<file path="src/rtl/fetch_sequencer_if.sv">
// Bundle of the program-counter, instruction-memory and datapath signals around the fetch
// sequencer.
//   master : sequencer side (drives PC strobe, memory address, instruction, halted)
//   slave  : environment side (program counter, memory, datapath, flags)
//   pc, pc_enable, pc_inc_or_set, pc_new_address : program counter handshake
//   mem_addr, mem_rdata                          : synchronous-read instruction memory
//   instr, instr_valid, exec_done                : datapath handshake
//   jump_target, flag_z, flag_n, flag_c          : branch/jump decision inputs
//   halted                                       : sequencer stopped
interface fetch_sequencer_if;
  logic [15:0] pc;
  logic        pc_enable;
  logic        pc_inc_or_set;
  logic [15:0] pc_new_address;
  logic [15:0] mem_addr;
  logic [15:0] mem_rdata;
  logic [15:0] instr;
  logic        instr_valid;
  logic        exec_done;
  logic [15:0] jump_target;
  logic        flag_z;
  logic        flag_n;
  logic        flag_c;
  logic        halted;

  modport master (
    input  pc, mem_rdata, exec_done, jump_target, flag_z, flag_n, flag_c,
    output pc_enable, pc_inc_or_set, pc_new_address, mem_addr, instr, instr_valid, halted
  );

  modport slave (
    output pc, mem_rdata, exec_done, jump_target, flag_z, flag_n, flag_c,
    input  pc_enable, pc_inc_or_set, pc_new_address, mem_addr, instr, instr_valid, halted
  );
endinterface

</file>
<file path="src/rtl/fetch_sequencer.sv">
// Instruction fetch sequencer: fetches a word from a synchronous-read memory, decodes
// conditional branches (opcode C) and absolute jumps (opcode D) itself, hands every other
// instruction to the datapath and finally strobes the program counter for one cycle.
//   clock  : rising-edge clock
//   reset  : synchronous, active-low
//   io_bus : fetch_sequencer_if master modport (see interface header for signal list)
module fetch_sequencer (
  input logic               clock,
  input logic               reset,
  fetch_sequencer_if.master io_bus
);

  localparam logic [15:0] HaltAddr = 16'hBFFF;

  typedef enum logic [2:0] {StFetch, StWait, StDecode, StExec, StUpdate, StHalt} state_e;

  state_e      r_state;
  logic        r_pc_enable;
  logic        r_pc_inc_or_set;
  logic        r_instr_valid;
  logic        r_halted;
  logic [15:0] r_pc_new_address;
  logic [15:0] r_mem_addr;
  logic [15:0] r_instr;

  logic [3:0]  w_opcode;
  logic [3:0]  w_cond;
  logic        w_cond_true;
  logic [15:0] w_branch_target;

  // Decode works directly on the memory word arriving this cycle, not on r_instr.
  assign w_opcode        = io_bus.mem_rdata[15:12];
  assign w_cond          = io_bus.mem_rdata[11:8];
  assign w_branch_target = io_bus.pc + {{8{io_bus.mem_rdata[7]}}, io_bus.mem_rdata[7:0]};

  always_comb begin
    w_cond_true = 1'b0;
    case (w_cond)
      4'h0:    w_cond_true = io_bus.flag_z;
      4'h1:    w_cond_true = ~io_bus.flag_z;
      4'h2:    w_cond_true = io_bus.flag_c;
      4'h3:    w_cond_true = ~io_bus.flag_c;
      4'h4:    w_cond_true = io_bus.flag_n;
      4'h5:    w_cond_true = ~io_bus.flag_n;
      4'hE:    w_cond_true = 1'b1;
      default: w_cond_true = 1'b0;
    endcase
  end

  always_ff @(posedge clock) begin
    if (!reset) begin
      r_state          <= StFetch;
      r_pc_enable      <= 1'b0;
      r_pc_inc_or_set  <= 1'b0;
      r_pc_new_address <= 16'h0000;
      r_mem_addr       <= 16'h0000;
      r_instr          <= 16'h0000;
      r_instr_valid    <= 1'b0;
      r_halted         <= 1'b0;
    end else begin
      unique case (r_state)
        StFetch: begin
          r_mem_addr <= io_bus.pc;
          r_state    <= StWait;
        end
        StWait: begin
          r_state <= StDecode;
        end
        StDecode: begin
          r_instr <= io_bus.mem_rdata;
          if (w_opcode == 4'hC) begin
            if (w_cond_true) begin
              r_pc_new_address <= w_branch_target;
              r_pc_inc_or_set  <= 1'b1;
            end else begin
              r_pc_inc_or_set  <= 1'b0;
            end
            r_pc_enable <= 1'b1;
            r_state     <= StUpdate;
          end else if (w_opcode == 4'hD) begin
            r_pc_new_address <= io_bus.jump_target;
            r_pc_inc_or_set  <= 1'b1;
            r_pc_enable      <= 1'b1;
            r_state          <= StUpdate;
          end else begin
            r_instr_valid <= 1'b1;
            r_state       <= StExec;
          end
        end
        StExec: begin
          if (io_bus.exec_done) begin
            r_instr_valid   <= 1'b0;
            r_pc_inc_or_set <= 1'b0;
            r_pc_enable     <= 1'b1;
            r_state         <= StUpdate;
          end
        end
        StUpdate: begin
          r_pc_enable <= 1'b0;
          // pc still holds the pre-update address here; an increment past it saturates.
          if (!r_pc_inc_or_set && (io_bus.pc == HaltAddr)) begin
            r_halted <= 1'b1;
            r_state  <= StHalt;
          end else begin
            r_state  <= StFetch;
          end
        end
        StHalt: begin
          r_state <= StHalt;
        end
        default: begin
          r_state <= StFetch;
        end
      endcase
    end
  end

  assign io_bus.pc_enable      = r_pc_enable;
  assign io_bus.pc_inc_or_set  = r_pc_inc_or_set;
  assign io_bus.pc_new_address = r_pc_new_address;
  assign io_bus.mem_addr       = r_mem_addr;
  assign io_bus.instr          = r_instr;
  assign io_bus.instr_valid    = r_instr_valid;
  assign io_bus.halted         = r_halted;

endmodule

</file>
<file path="src/flat_wrapper.sv">
// flat-port wrapper written by rule: the top's interface ports become plain ports
module fetch_sequencer_flat 
  (clock, reset, io_bus_pc, io_bus_mem_rdata, io_bus_exec_done, io_bus_jump_target, io_bus_flag_z, io_bus_flag_n, io_bus_flag_c, io_bus_pc_enable, io_bus_pc_inc_or_set, io_bus_pc_new_address, io_bus_mem_addr, io_bus_instr, io_bus_instr_valid, io_bus_halted);
  fetch_sequencer_if io_bus_i ();
  input logic clock;
  input logic reset;
  input wire logic [$bits(io_bus_i.pc)-1:0] io_bus_pc;
  input wire logic [$bits(io_bus_i.mem_rdata)-1:0] io_bus_mem_rdata;
  input wire logic [$bits(io_bus_i.exec_done)-1:0] io_bus_exec_done;
  input wire logic [$bits(io_bus_i.jump_target)-1:0] io_bus_jump_target;
  input wire logic [$bits(io_bus_i.flag_z)-1:0] io_bus_flag_z;
  input wire logic [$bits(io_bus_i.flag_n)-1:0] io_bus_flag_n;
  input wire logic [$bits(io_bus_i.flag_c)-1:0] io_bus_flag_c;
  output wire logic [$bits(io_bus_i.pc_enable)-1:0] io_bus_pc_enable;
  output wire logic [$bits(io_bus_i.pc_inc_or_set)-1:0] io_bus_pc_inc_or_set;
  output wire logic [$bits(io_bus_i.pc_new_address)-1:0] io_bus_pc_new_address;
  output wire logic [$bits(io_bus_i.mem_addr)-1:0] io_bus_mem_addr;
  output wire logic [$bits(io_bus_i.instr)-1:0] io_bus_instr;
  output wire logic [$bits(io_bus_i.instr_valid)-1:0] io_bus_instr_valid;
  output wire logic [$bits(io_bus_i.halted)-1:0] io_bus_halted;
  assign io_bus_i.pc = io_bus_pc;
  assign io_bus_i.mem_rdata = io_bus_mem_rdata;
  assign io_bus_i.exec_done = io_bus_exec_done;
  assign io_bus_i.jump_target = io_bus_jump_target;
  assign io_bus_i.flag_z = io_bus_flag_z;
  assign io_bus_i.flag_n = io_bus_flag_n;
  assign io_bus_i.flag_c = io_bus_flag_c;
  assign io_bus_pc_enable = io_bus_i.pc_enable;
  assign io_bus_pc_inc_or_set = io_bus_i.pc_inc_or_set;
  assign io_bus_pc_new_address = io_bus_i.pc_new_address;
  assign io_bus_mem_addr = io_bus_i.mem_addr;
  assign io_bus_instr = io_bus_i.instr;
  assign io_bus_instr_valid = io_bus_i.instr_valid;
  assign io_bus_halted = io_bus_i.halted;
  fetch_sequencer u_core (.clock(clock), .reset(reset), .io_bus(io_bus_i));
endmodule
</file>
<file path="config.mk">
export PLATFORM = sky130hd
export DESIGN_NAME = fetch_sequencer_flat
export DESIGN_NICKNAME = d
export VERILOG_FILES = /design/src/rtl/fetch_sequencer_if.sv /design/src/rtl/fetch_sequencer.sv /design/src/flat_wrapper.sv
export SDC_FILE = /design/constraint.sdc
export NUM_CORES = 1
export LEC_CHECK = 0
export CAP_MARGIN = 20
export CORE_MARGIN = 2
export CORE_UTILIZATION = 30
export CTS_CLUSTER_DIAMETER = 150
export CTS_CLUSTER_SIZE = 12
export DETAILED_ROUTE_END_ITERATION = 8
export GPL_TIMING_DRIVEN = 0
export HOLD_SLACK_MARGIN = 0.06
export PLACE_DENSITY = 0.61
export SLEW_MARGIN = 20
export SYNTH_ARGS = -nofsm -noshare
export SYNTH_HDL_FRONTEND = slang
export SYNTH_SLANG_ARGS = --single-unit
</file>
<file path="constraint.sdc">
create_clock -name clock -period 1.97 [get_ports clock]
set_input_delay 0.2955 -clock clock [delete_from_list [all_inputs] [get_ports clock]]
set_output_delay 0.2955 -clock clock [all_outputs]
set_load 0.005 [all_outputs]
</file>
; ---- After elaboration in Yosys (flattened, before gate mapping)
; Index checks and enable logic that the tools add are counted.
[totals]
ff_bits = 55
input_bits = 54
output_inout_bits = 52
[op_classes]
add_sub_neg = 1
eq_ne = 19
mux = 20
n_bitwise = 3
n_reduce_logical = 12
[ops]
columns = operator, count
row1 = $mux 16, 3
row2 = $pmux 3 s6, 1
row3 = $add 16x16->16, 1
row4 = $eq 16x16->1 const B, 1
row5 = $eq 4x4->1 const B, 3
row6 = $mux 3, 4
row7 = $reduce_and 3->1, 3
row8 = $eq 4x2->1 const B, 2
row9 = $eq 4x3->1 const B, 2
row10 = $mux 1, 8
row11 = $pmux 1 s7, 1
row12 = $eq 3x2->1 const B, 2
row13 = $eq 3x3->1 const B, 2
row14 = $ne 2x2->1 const B, 3
row15 = $eq 4x1->1 const B, 1
row16 = $logic_not 4->1, 1
row17 = $pmux 1 s2, 2
row18 = $reduce_and 4->1, 1
row19 = $reduce_bool 2->1, 2
row20 = $eq 3x1->1 const B, 1
row21 = $logic_not 3->1, 1
row22 = $ne 3x1->1 const B, 1
row23 = $not 1->1, 3
row24 = $pmux 1 s3, 1
row25 = other kinds (5), 5

; ---- Logic depth before layout (Yosys ltp)
; Gate-level depths: netlist of run 1.
[depth]
ltp_word = 5
ltp_mapped = 8
ltp_nobuf = 8

; ---- Least setup slack after synthesis of run 1
; Ideal clock, no wire load.
[synth_timing]
path_kind = input-to-reg
startpoint = in io_bus_mem_rdata[0]
endpoint = reg u_core.r_pc_new_address[12], in the netlist u_core.io_bus.pc_new_address[12]
arrival_ns = 2.023
slack_ns = -0.177
stages = 8
path_buffers = 0
path_cell_list = ha_1 fa_1 a21o_1 a221oi_2 nor4b_1 a211oi_1 xor2_1 o211ai_2
[synth_via]
elab_chain_len = 3
[synth_rtl]
columns = item, line
row1 = start: declaration, flat_wrapper.sv:8  ; input wire logic [$bits(io_bus_i.mem_rdata)-1:0] io_bus_mem_rdata;
row2 = $add 16x16->16, fetch_sequencer.sv:34  ; assign w_branch_target = io_bus.pc + {{8{io_bus.mem_rdata[7]}}, io_bus.mem_rdata[7:0]};
row3 = $mux 16, fetch_sequencer.sv:72  ; if (w_cond_true) begin
row4 = $mux 16, fetch_sequencer.sv:71  ; if (w_opcode == 4'hC) begin
row5 = end signal: assignment, fetch_sequencer.sv:73  ; r_pc_new_address <= w_branch_target;
row6 = end signal: assignment, fetch_sequencer.sv:81  ; r_pc_new_address <= io_bus.jump_target;
row7 = end: declaration, fetch_sequencer.sv:22  ; logic [15:0] r_pc_new_address;
; No other way between the ends. The select of a mux whose other input is x is not followed.
; A chain may end at the register's enable or synchronous reset.

; ---- Final worst setup path of run 1
[layout_timing]
startpoint = in io_bus_pc[0]
endpoint = reg u_core.r_pc_new_address[14], in the netlist u_core.io_bus.pc_new_address[14]
[layout_via]
elab_chain_len = 3
[layout_rtl]
columns = item, line
row1 = start: declaration, flat_wrapper.sv:7  ; input wire logic [$bits(io_bus_i.pc)-1:0] io_bus_pc;
row2 = $add 16x16->16, fetch_sequencer.sv:34
row3 = $mux 16, fetch_sequencer.sv:72
row4 = $mux 16, fetch_sequencer.sv:71
; No other way between the ends. The select of a mux whose other input is x is not followed.

==> impl_metrics.csv, run 1 <==
group,metric,value,unit
outcome,status,"finished, violations left",
outcome,violations,"negative setup slack",
route,routedWlPerCell,15.2,um
cts,clk_pin_slew,0.10,ns
cts,cts_buffer_depth,2,
yosys,synth-seq-cells,55,
placement,dpl-instance-area,4320,um2
run,cap_violations,0,
critical_path,crit_start,"io_bus_pc[0]",
route,post-route-drc-count,0,
power_and_ir_drop,swShare,0.332,
critical_path,cp_max_fo,4,
floorplan,top_level_ports,106,
cts,cts_sinks,55,
critical_path,crit_type,"input pin to flop",
power_and_ir_drop,irDropWorstVdd,0.000351,V
finish,fin_cells,637,
grt,grt_pass1_wl,15.4,mm
power_and_ir_drop,powerDensity,679,nW/um2
placement,io_buffers,104,
yosys,synth_top_area_cell,"dfxtp_1",
grt,antenna_found_initial,0,
power_and_ir_drop,internal-power,2.12,mW
yosys,netlist_top_cells_area,"dfxtp_1 (36%), nand2_1 (12%), a21boi_0 (7.8%)",
min_path,holdCritStartpoint,"io_bus_mem_rdata[0]",
yosys,synth_edf_count,0,
floorplan,start_util,0.304,
critical_path,required,2.17,ns
critical_path,crit_path_start_kind,"input pin",
sta,max_freq,504,MHz
cts,numCtsBuffers,5,
sta,fin_ws,-0.0138,ns
yosys,syn_nets,455,
sta,slew_violations,0,
sta,worstMarginPinSlew,0.585,ns
yosys,synth_ff_type,"dfxtp_1",
finish,layout_commonest_cell,"nand2_1",
yosys,async_flop_share,0,
yosys,yosys.cell_types.count,51,
sta,finalSetupViolCount,1,
power_and_ir_drop,switchingPower,1.06,mW
grt,overflow,0,
cts,cts_hold_buf,0,
route,vias,3150,
critical_path,endpoint_kind,"flop",
placement,placed_cells,625,
placement,place_congestion,0.850,
sta,hold_violations,0,
cts,htree_levels,2,
cts,clock_tree.root_cell,"clkbuf_8",
yosys,yosys_warnings,0,
floorplan,die_x,106,um
yosys,ys_seq_area_frac,0.356,
yosys,synth.cell_area,3090,um2
sta,fin_skew,0.00438,ns
floorplan,die_area,11100,um2
power_and_ir_drop,seqPwrFrac,0.417,
floorplan,core_area,10200,um2
grt,grt.total_usage,0.172,
route,wl,9.68,mm
floorplan,fp.dieH,106,um
finish,nets,570,
finish,fin_area,4690,um2
route,postRouteAntennaNets,0,
critical_path,arrival,2.18,ns
sta,maxSlewHeadroom,0.606,
cts,tritoncts,"yes",
route,first_iter_violations,102,
finish,most-common-layout-cells,"nand2_1 (97), clkdlybuf4s50_1 (84), dfxtp_1 (55)",
placement,place_ws,-1.08,ns
power_and_ir_drop,clockPowerShare,0.192,
finish,drive_above_1_share,0.134,
yosys,synthCells,385,
route,via_per_inst,4.95,
floorplan,rows,37,
sta,period_share,1.01,
power_and_ir_drop,p_leak,1.79,nW
yosys,yosysTopAreaCellShare,0.356,
cts,clock_latency,0.31,ns
grt,first_global_vias,3135,
placement,hpwlAfterDp,7.52,mm
finish,antenna_cells,0,
yosys,avgSynthCellArea,8.04,um2
sta,period_minus_slack,1.98,ns
finish,area.growth.synth_to_final,51.5,%
power_and_ir_drop,combPwrFrac,0.391,
critical_path,r2r-start,"u_core.r_state[2]$_SDFFE_PN0P_",
min_path,hp-class,"input pin to flop",
grt,grt_max_degree,16,
sta,rsz0062_at_grt,"true",
route,drtPass1Iterations,4,
power_and_ir_drop,power.total,3.18,mW
-- path summary, 6_finish.rpt --
path | endpoint | slack (ns) | depth (start not counted)
worst max-delay path | u_core.io_bus.pc_new_address[14]$_SDFFE_PN0P_ | -0.01 | 10
worst min-delay path | u_core.io_bus.instr[0]$_SDFFE_PN0N_ | 0.24 | 3
worst max register to register | u_core.io_bus.pc_new_address[15]$_SDFFE_PN0P_ | 0.10 | 7
worst min register to register | u_core.io_bus.instr[0]$_SDFFE_PN0N_ | 0.47 | 2
-- per-layer routing --
layer	share of wire	wire length (um)	global-route usage	up-vias
met5	0	0	0	-
met4	0.0093	90	0.0338	0
met3	0.037	362	0.0309	7
met2	0.49	4730	0.300	82
met1	0.46	4500	0.222	1482
li1	-	-	-	1579
-- state kept, by name, indices dropped and copies added (netlist names) --
name / flops
u_core.io_bus.instr_valid: 1
u_core.io_bus.mem_addr: 16
u_core.io_bus.instr: 16
u_core.io_bus.pc_enable: 1
u_core.io_bus.pc_inc_or_set: 1
u_core.io_bus.pc_new_address: 16
u_core.r_state: 3
u_core.io_bus.halted: 1
-- synth_stat cells (all sizes together), types with 6 or more instances --
cell type / number
nand2: 100
dfxtp: 55
a21boi: 34
o21ai: 20
a21oi: 19
clkbuf: 16
ha: 15
nor2: 12
a31oi: 10
nand3: 9
buf: 7
nand4: 7
xnor2: 7
xor2: 7
o21a: 6
-- per-stage QoR --
stage	hold WS, ns	TNS (ns)	utilization
floorplan	0.430	-0.0271	-
global placement	0.451	-9.02	0.424
detailed placement	0.456	-9.43	0.424
CTS	0.233	-0.0841	0.449
global route	0.238	-0.0872	0.460
finish	0.242	-0.0138	0.460
-- layout make-up --
| cell class | instances | area (um2) |
|---|---|---|
| clock inverters | 1 | 5.00 |
| repair buffers | 111 | 1090 |
| inverters | 6 | 23.8 |
| clock buffers | 7 | 76.3 |
| plain buffers | 20 | 100 |
| well taps | 136 | 170 |
| fillers | 1056 | 5500 |
| multi-input cells | 301 | 2120 |
| flip-flops and latches | 55 | 1100 |
-- critical path, cell delays in order --
cell	delay [ns]
buf_8	0.10
ha_4	0.15
fa_2	0.34
a21o_1	0.21
a221oi_4	0.36
buf_4	0.19
o21ai_4	0.06
a21oi_2	0.13
xor2_1	0.23
o21bai_1	0.10
-- timing repair --
item	4_1_cts	5_1_grt
endpoints found under the setup margin	11	23
resized for setup	56	30
buffers inserted	6	1
hold endpoints to repair	0	0
pin swaps	13	14
-- kinds of logic (layout without fill, tap and decap cells) --
kind of cell / count (synthesis) / in the layout / synth area share
compound gates: 115 / 115 / 0.260
xor+xnor: 14 / 14 / 0.0396
fa+ha+maj: 16 / 16 / 0.0671
buf+inv: 29 / 145 / 0.0433
flops: 55 / 55 / 0.356
mux: 5 / 5 / 0.0162
simple gates: 151 / 151 / 0.218
-- power groups by stage --
| stage | combinational, mW | sequential (mW) | clock [mW] |
|---|---|---|---|
| detailed placement | 1.14 | 1.36 | 0 |
| global placement | 1.13 | 1.35 | 0 |
| floorplan | 0.599 | 1.35 | 0 |
| finish | 1.24 | 1.33 | 0.610 |
| global route | 1.38 | 1.35 | 0.682 |
| CTS | 1.21 | 1.33 | 0.631 |
Power figures use the tool's default switching activity.
==> inputs of run 2 (changes only) <==
--- a/config.mk
+++ b/config.mk
@@ -13,7 +13,7 @@
 export DETAILED_ROUTE_END_ITERATION = 8
 export GPL_TIMING_DRIVEN = 0
 export HOLD_SLACK_MARGIN = 0.06
-export PLACE_DENSITY = 0.61
+export PLACE_DENSITY = 0.59
 export SLEW_MARGIN = 20
 export SYNTH_ARGS = -nofsm -noshare
 export SYNTH_HDL_FRONTEND = slang
==> constraint.sdc (replaced) <==
create_clock -name clock -period 2.5 [get_ports clock]
set_input_delay 0.375 -clock clock [delete_from_list [all_inputs] [get_ports clock]]
set_output_delay 0.375 -clock clock [all_outputs]
set_load 0.005 [all_outputs]
==> run 2 against run 1 <==
Against the previous run: the flow now finishes without violations; utilization decreased by 2.4 points; final area decreased by 5.3%; register-to-register slack improved by 0.52 ns; largest power group unchanged.
==> impl_metrics.csv, run 2 (synthesis gave the netlist of run 1 again) <==
group,metric,value,unit
outcome,status,"completed",
power_and_ir_drop,irDropWorstVdd,0.000257,V
sta,max_freq,421,MHz
route,via_per_inst,4.89,
critical_path,worstRegToRegCells,5,
grt,first_global_vias,3065,
finish,drive_above_1_share,0.0680,
sta,finalSetupViolCount,0,
critical_path,max_stage_delay,0.47,ns
route,first_iter_violations,97,
route,drtPass1Iterations,4,
grt,overflow,0,
grt,grtUsageMet3,0.0303,
cts,numCtsBuffers,5,
grt,use_met2,0.291,
grt,grt.total_usage,0.169,
sta,rsz0062_at_grt,"false",
placement,placed_cells,625,
finish,utilization,0.436,
finish,seqCellArea,1100,um2
cts,cts_sinks,55,
floorplan,rows,37,
cts,cts_hold_buf,0,
critical_path,crit_family,"compound AO/OA/AOI/OAI gates",
floorplan,die_x,106,um
min_path,holdCritStartpoint,"io_bus_mem_rdata[0]",
floorplan,top_level_ports,106,
grt,gr-max-usage-layer,"met2",
floorplan,core_area,10200,um2
power_and_ir_drop,p_leak,1.70,nW
route,postRouteAntennaNets,0,
critical_path,crit_start,"io_bus_mem_rdata[5]",
finish,area.growth.synth_to_final,43.5,%
finish,most-common-layout-cells,"clkdlybuf4s50_1 (101), nand2_1 (100), dfxtp_1 (55)",
floorplan,fp.dieH,106,um
critical_path,required,2.70,ns
floorplan,die_area,11100,um2
critical_path,cp_max_fo,5,
placement,place_ws,-0.562,ns
grt,grt_max_degree,17,
placement,place_congestion,0.883,
sta,period_minus_slack,2.37,ns
cts,clock_latency,0.30,ns
grt,met1_usage,0.221,
critical_path,path_buf_inv,1,
sta,hold_violations,0,
critical_path,endpoint_kind,"flop",
finish,antenna_cells,0,
sta,fin_ws,0.127,ns
sta,slew_violations,0,
sta,maxSlewHeadroom,0.501,
grt,antenna_found_initial,0,
critical_path,r2r_setup_slack,0.62,ns
finish,fillers,1074,
route,vias,3107,
power_and_ir_drop,powerDensity,550,nW/um2
critical_path,crit_type,"input pin to flop",
cts,cts_buffer_depth,2,
cts,clock_tree.root_cell,"clkbuf_8",
run,cap_violations,0,
sta,worstMarginPinSlew,0.743,ns
finish,fin_cells,636,
cts,clk_pin_slew,0.10,ns
floorplan,start_util,0.304,
grt,grt_pass1_wl,15.1,mm
placement,hpwlAfterDp,7.53,mm
finish,multi_input_area,1890,um2
route,routedWlPerCell,15.1,um
route,post-route-drc-count,0,
critical_path,arrival,2.57,ns
route,wl,9.58,mm
sta,period_share,0.949,
cts,htree_levels,2,
min_path,holdPathStages,3,
critical_path,crit_path_start_kind,"input pin",
finish,layout_commonest_cell,"clkdlybuf4s50_1",
critical_path,r2r_end,"u_core.io_bus.mem_addr[11]$_SDFFE_PN0N_",
placement,io_buffers,104,
min_path,hp-class,"input pin to flop",
critical_path,r2r-start,"u_core.r_state[1]$_SDFFE_PN0P_",
finish,nets,569,
critical_path,path_cells,"clkdlybuf4s50_1 -> ha_1 -> and3_1 -> a221oi_4 -> nor4b_1 -> a211oi_1 -> xor2_1 -> o211ai_2",
min_path,min_to,"u_core.io_bus.instr[0]$_SDFFE_PN0N_",
critical_path,cp_slowest_cell,"clkdlybuf4s50_1",
cts,tritoncts,"yes",
sta,fin_skew,0.00570,ns
-- run 2: cell count changes in the layout (fill, tap and decap cells not counted), sizes merged --
cell	change
dlymetal6s2s	-4
dlygate4sd2	-9
buf	-7
clkinv	+2
clkdlybuf4s50	+17
-- run 2: cell type report --
| cell class | instances | share of cell area |
|---|---|---|
| buffer | 23 | 0.0248 |
| tap | 136 | 0.0383 |
| clock inverter | 3 | 0.00338 |
| sequential | 55 | 0.248 |
| clock buffer | 5 | 0.0155 |
| inverter | 6 | 0.00536 |
| multi-input combinational | 301 | 0.426 |
| timing repair buffer | 107 | 0.239 |
-- run 2: worst reg2reg max path: stages, from the launching register on --
cell	delay [ns]
dfxtp_1	0.36
buf_2	0.19
nor3_1	0.59
clkbuf_1	0.41
nand2_1	0.11
a21boi_0	0.16
-- run 2: timing repair --
| action | 4_1_cts | 5_1_grt |
|---|---|---|
| buffers inserted | 1 | 2 |
| gates resized for setup | 6 | 7 |
| cloned | 0 | 0 |
| pin swaps | 3 | 5 |
| setup endpoints to repair | 6 | 6 |
-- run 2: stage by stage --
stage                     power [mW]  area (um2)  hold slack [ns]  setup TNS (ns)
final                           2.44        4440            0.384               0
after global routing            2.61        4440            0.387               0
after CTS                       2.46        4410            0.471               0
after detailed placement        1.96        4310            0.457           -3.52
after global placement          1.95        4310            0.450           -3.56
after floorplan                 1.54        3090            0.451               0
-- run 2: routing by layer --
metal | wire length (um) | share of wire
met1 | 4390 | 0.46
met2 | 4700 | 0.49
met3 | 408 | 0.043
met4 | 83 | 0.0087
met5 | 0 | 0
-- run 2: power by group --
| group | leakage, nW | internal, mW | switching, mW |
|---|---|---|---|
| clock | 0.0477 | 0.193 | 0.291 |
| sequential | 0.448 | 0.983 | 0.0625 |
| combinational | 1.20 | 0.451 | 0.461 |
-- run 2: how the worst max path moves through the flow --
stage | to | slack [ns] | cells after the start
finish | u_core.io_bus.pc_new_address[12]$_SDFFE_PN0P_ | 0.13 | 8
floorplan | u_core.io_bus.pc_new_address[12]$_SDFFE_PN0P_ | 0.27 | 8
global placement | u_core.io_bus.pc_new_address[15]$_SDFFE_PN0P_ | -0.58 | 9
CTS | u_core.io_bus.pc_new_address[12]$_SDFFE_PN0P_ | 0.0008 | 9
global route | u_core.io_bus.pc_new_address[11]$_SDFFE_PN0P_ | 0.05 | 8
detailed placement | u_core.io_bus.pc_new_address[15]$_SDFFE_PN0P_ | -0.56 | 9
==> inputs of run 3 (changes only) <==
--- a/config.mk
+++ b/config.mk
@@ -5,7 +5,7 @@
 export SDC_FILE = /design/constraint.sdc
 export NUM_CORES = 1
 export LEC_CHECK = 0
-export CAP_MARGIN = 20
+export CAP_MARGIN = 25
 export CORE_MARGIN = 2
 export CORE_UTILIZATION = 30
 export CTS_CLUSTER_DIAMETER = 150
==> constraint.sdc (replaced) <==
create_clock -name clock -period 3.1 [get_ports clock]
set_input_delay 0.465 -clock clock [delete_from_list [all_inputs] [get_ports clock]]
set_output_delay 0.465 -clock clock [all_outputs]
set_load 0.005 [all_outputs]
==> run 3 against run 2 <==
Against the previous run: hold slack better by 0.085 ns; final cell count down 0.47%; combinational power decreased by 21%; highest routed layer unchanged; critical path type unchanged; clock power decreased by 20%.
==> impl_metrics.csv, run 3 (synthesis gave the netlist of run 1 again) <==
group,metric,value,unit
finish,drive_above_1_share,0.0483,
min_path,hp-class,"flop to flop",
route,postRouteAntennaNets,0,
cts,cts_sinks,55,
floorplan,die_area,11100,um2
sta,worstMarginPinSlew,0.726,ns
floorplan,start_util,0.304,
finish,fin_cells,633,
finish,seqCellArea,1100,um2
route,drtPass1Iterations,4,
critical_path,max_stage_delay,0.76,ns
grt,antenna_found_initial,0,
route,routedWlPerCell,14.9,um
placement,io_buffers,104,
cts,cts_buffer_depth,2,
sta,max_freq,348,MHz
critical_path,crit_top_cell,"a21oi_1",
sta,fin_ws,0.227,ns
critical_path,endpoint_kind,"flop",
critical_path,path_buf_inv,2,
floorplan,fp.dieH,106,um
floorplan,top_level_ports,106,
placement,dpl-instance-area,4310,um2
cts,cts_resized,0,
finish,nets,566,
critical_path,crit_type,"input pin to flop",
cts,clk_pin_slew,0.10,ns
route,wl,9.46,mm
sta,hold_violations,0,
placement,place_ws,-0.0523,ns
critical_path,cp_max_fo,10,
route,vias,3092,
critical_path,path_cells,"clkdlybuf4s50_1 -> ha_1 -> clkbuf_1 -> a21oi_1 -> o21ai_0 -> a21oi_1 -> o41ai_1 -> xnor2_1 -> o221ai_2",
critical_path,cp_slowest_cell,"clkdlybuf4s50_1",
sta,slew_violations,0,
cts,numCtsBuffers,5,
finish,multi_input_area,1860,um2
power_and_ir_drop,p_leak,1.67,nW
route,first_iter_violations,107,
finish,area.growth.synth_to_final,41.9,%
grt,overflow,0,
floorplan,core_area,10200,um2
outcome,status,"completed",
finish,fin_area,4390,um2
route,via_per_inst,4.88,
grt,grt.total_usage,0.168,
grt,first_global_vias,3051,
finish,fillers,1073,
sta,rsz0062_at_grt,"false",
sta,finalSetupViolCount,0,
critical_path,required,3.29,ns
placement,hpwlAfterDp,7.53,mm
floorplan,die_x,106,um
power_and_ir_drop,powerDensity,445,nW/um2
sta,period_share,0.927,
critical_path,crit_family,"compound AO/OA/AOI/OAI gates",
power_and_ir_drop,irDropWorstVdd,0.000206,V
sta,period_minus_slack,2.87,ns
run,cap_violations,0,
critical_path,crit_path_start_kind,"input pin",
critical_path,arrival,3.06,ns
cts,tritoncts,"yes",
cts,clock_tree.root_cell,"clkbuf_8",
cts,cts_setup_buffers,0,
sta,maxSlewHeadroom,0.512,
grt,grt_pass1_wl,15.1,mm
placement,place_congestion,0.883,
sta,fin_skew,0.00603,ns
cts,cts_hold_buf,0,
finish,most-common-layout-cells,"clkdlybuf4s50_1 (104), nand2_1 (100), dfxtp_1 (55)",
finish,layout_commonest_cell,"clkdlybuf4s50_1",
placement,placed_cells,625,
cts,htree_levels,2,
route,post-route-drc-count,0,
finish,antenna_cells,0,
cts,clock_latency,0.30,ns
floorplan,rows,37,
grt,grt_max_degree,17,
## run 3: metal layers
| metal | vias to the layer above | track usage | wire length [um] |
|---|---|---|---|
| li1 | 1567 | - | - |
| met1 | 1436 | 0.220 | 4300 |
| met2 | 83 | 0.291 | 4610 |
| met3 | 6 | 0.0303 | 462 |
| met4 | 0 | 0.0320 | 83 |
| met5 | - | 0 | 0 |
## run 3: worst min-delay path: stages, from the launching register on
cell	delay, ns
dfxtp_1	0.32
nand2_1	0.05
a21boi_0	0.06
## run 3: per-stage QoR
stage | total power [mW] | utilization | setup TNS [ns] | hold WS, ns
2_1_floorplan | 1.24 | - | 0 | 0.451
3_3_place_gp | 1.57 | 0.423 | -0.159 | 0.450
3_5_place_dp | 1.58 | 0.423 | -0.133 | 0.457
4_1_cts | 1.98 | 0.431 | 0 | 0.471
5_1_grt | 2.09 | 0.431 | 0 | 0.493
6_report | 1.95 | 0.431 | 0 | 0.469
## run 3: layout make-up
cell class,instances,share of cell area
Multi-Input combinational cell,301,0.424
Buffer,23,0.0251
Sequential cell,55,0.251
Inverter,6,0.00542
Clock buffer,5,0.0157
Tap cell,136,0.0388
Timing Repair Buffer,104,0.237
Clock inverter,3,0.00342
## run 3: path summary, 6_finish.rpt
path / slack (ns) / depth (start not counted) / to / from
setup / recovery: 0.23 / 9 / u_core.io_bus.pc_new_address[15]$_SDFFE_PN0P_ / io_bus_mem_rdata[7]
hold / removal: 0.47 / 2 / u_core.io_bus.instr[12]$_SDFFE_PN0N_ / u_core.io_bus.instr[12]$_SDFFE_PN0N_
setup reg to reg: 1.23 / 5 / u_core.io_bus.mem_addr[11]$_SDFFE_PN0N_ / u_core.r_state[1]$_SDFFE_PN0P_
hold reg to reg: 0.47 / 2 / u_core.io_bus.instr[12]$_SDFFE_PN0N_ / u_core.io_bus.instr[12]$_SDFFE_PN0N_
## run 3: power by group
group          internal [mW]  switching (mW)  leakage (nW)
Combinational          0.357           0.365          1.17
Sequential             0.793          0.0505         0.448
Clock                  0.156           0.232        0.0477
Total                   1.30           0.648          1.67
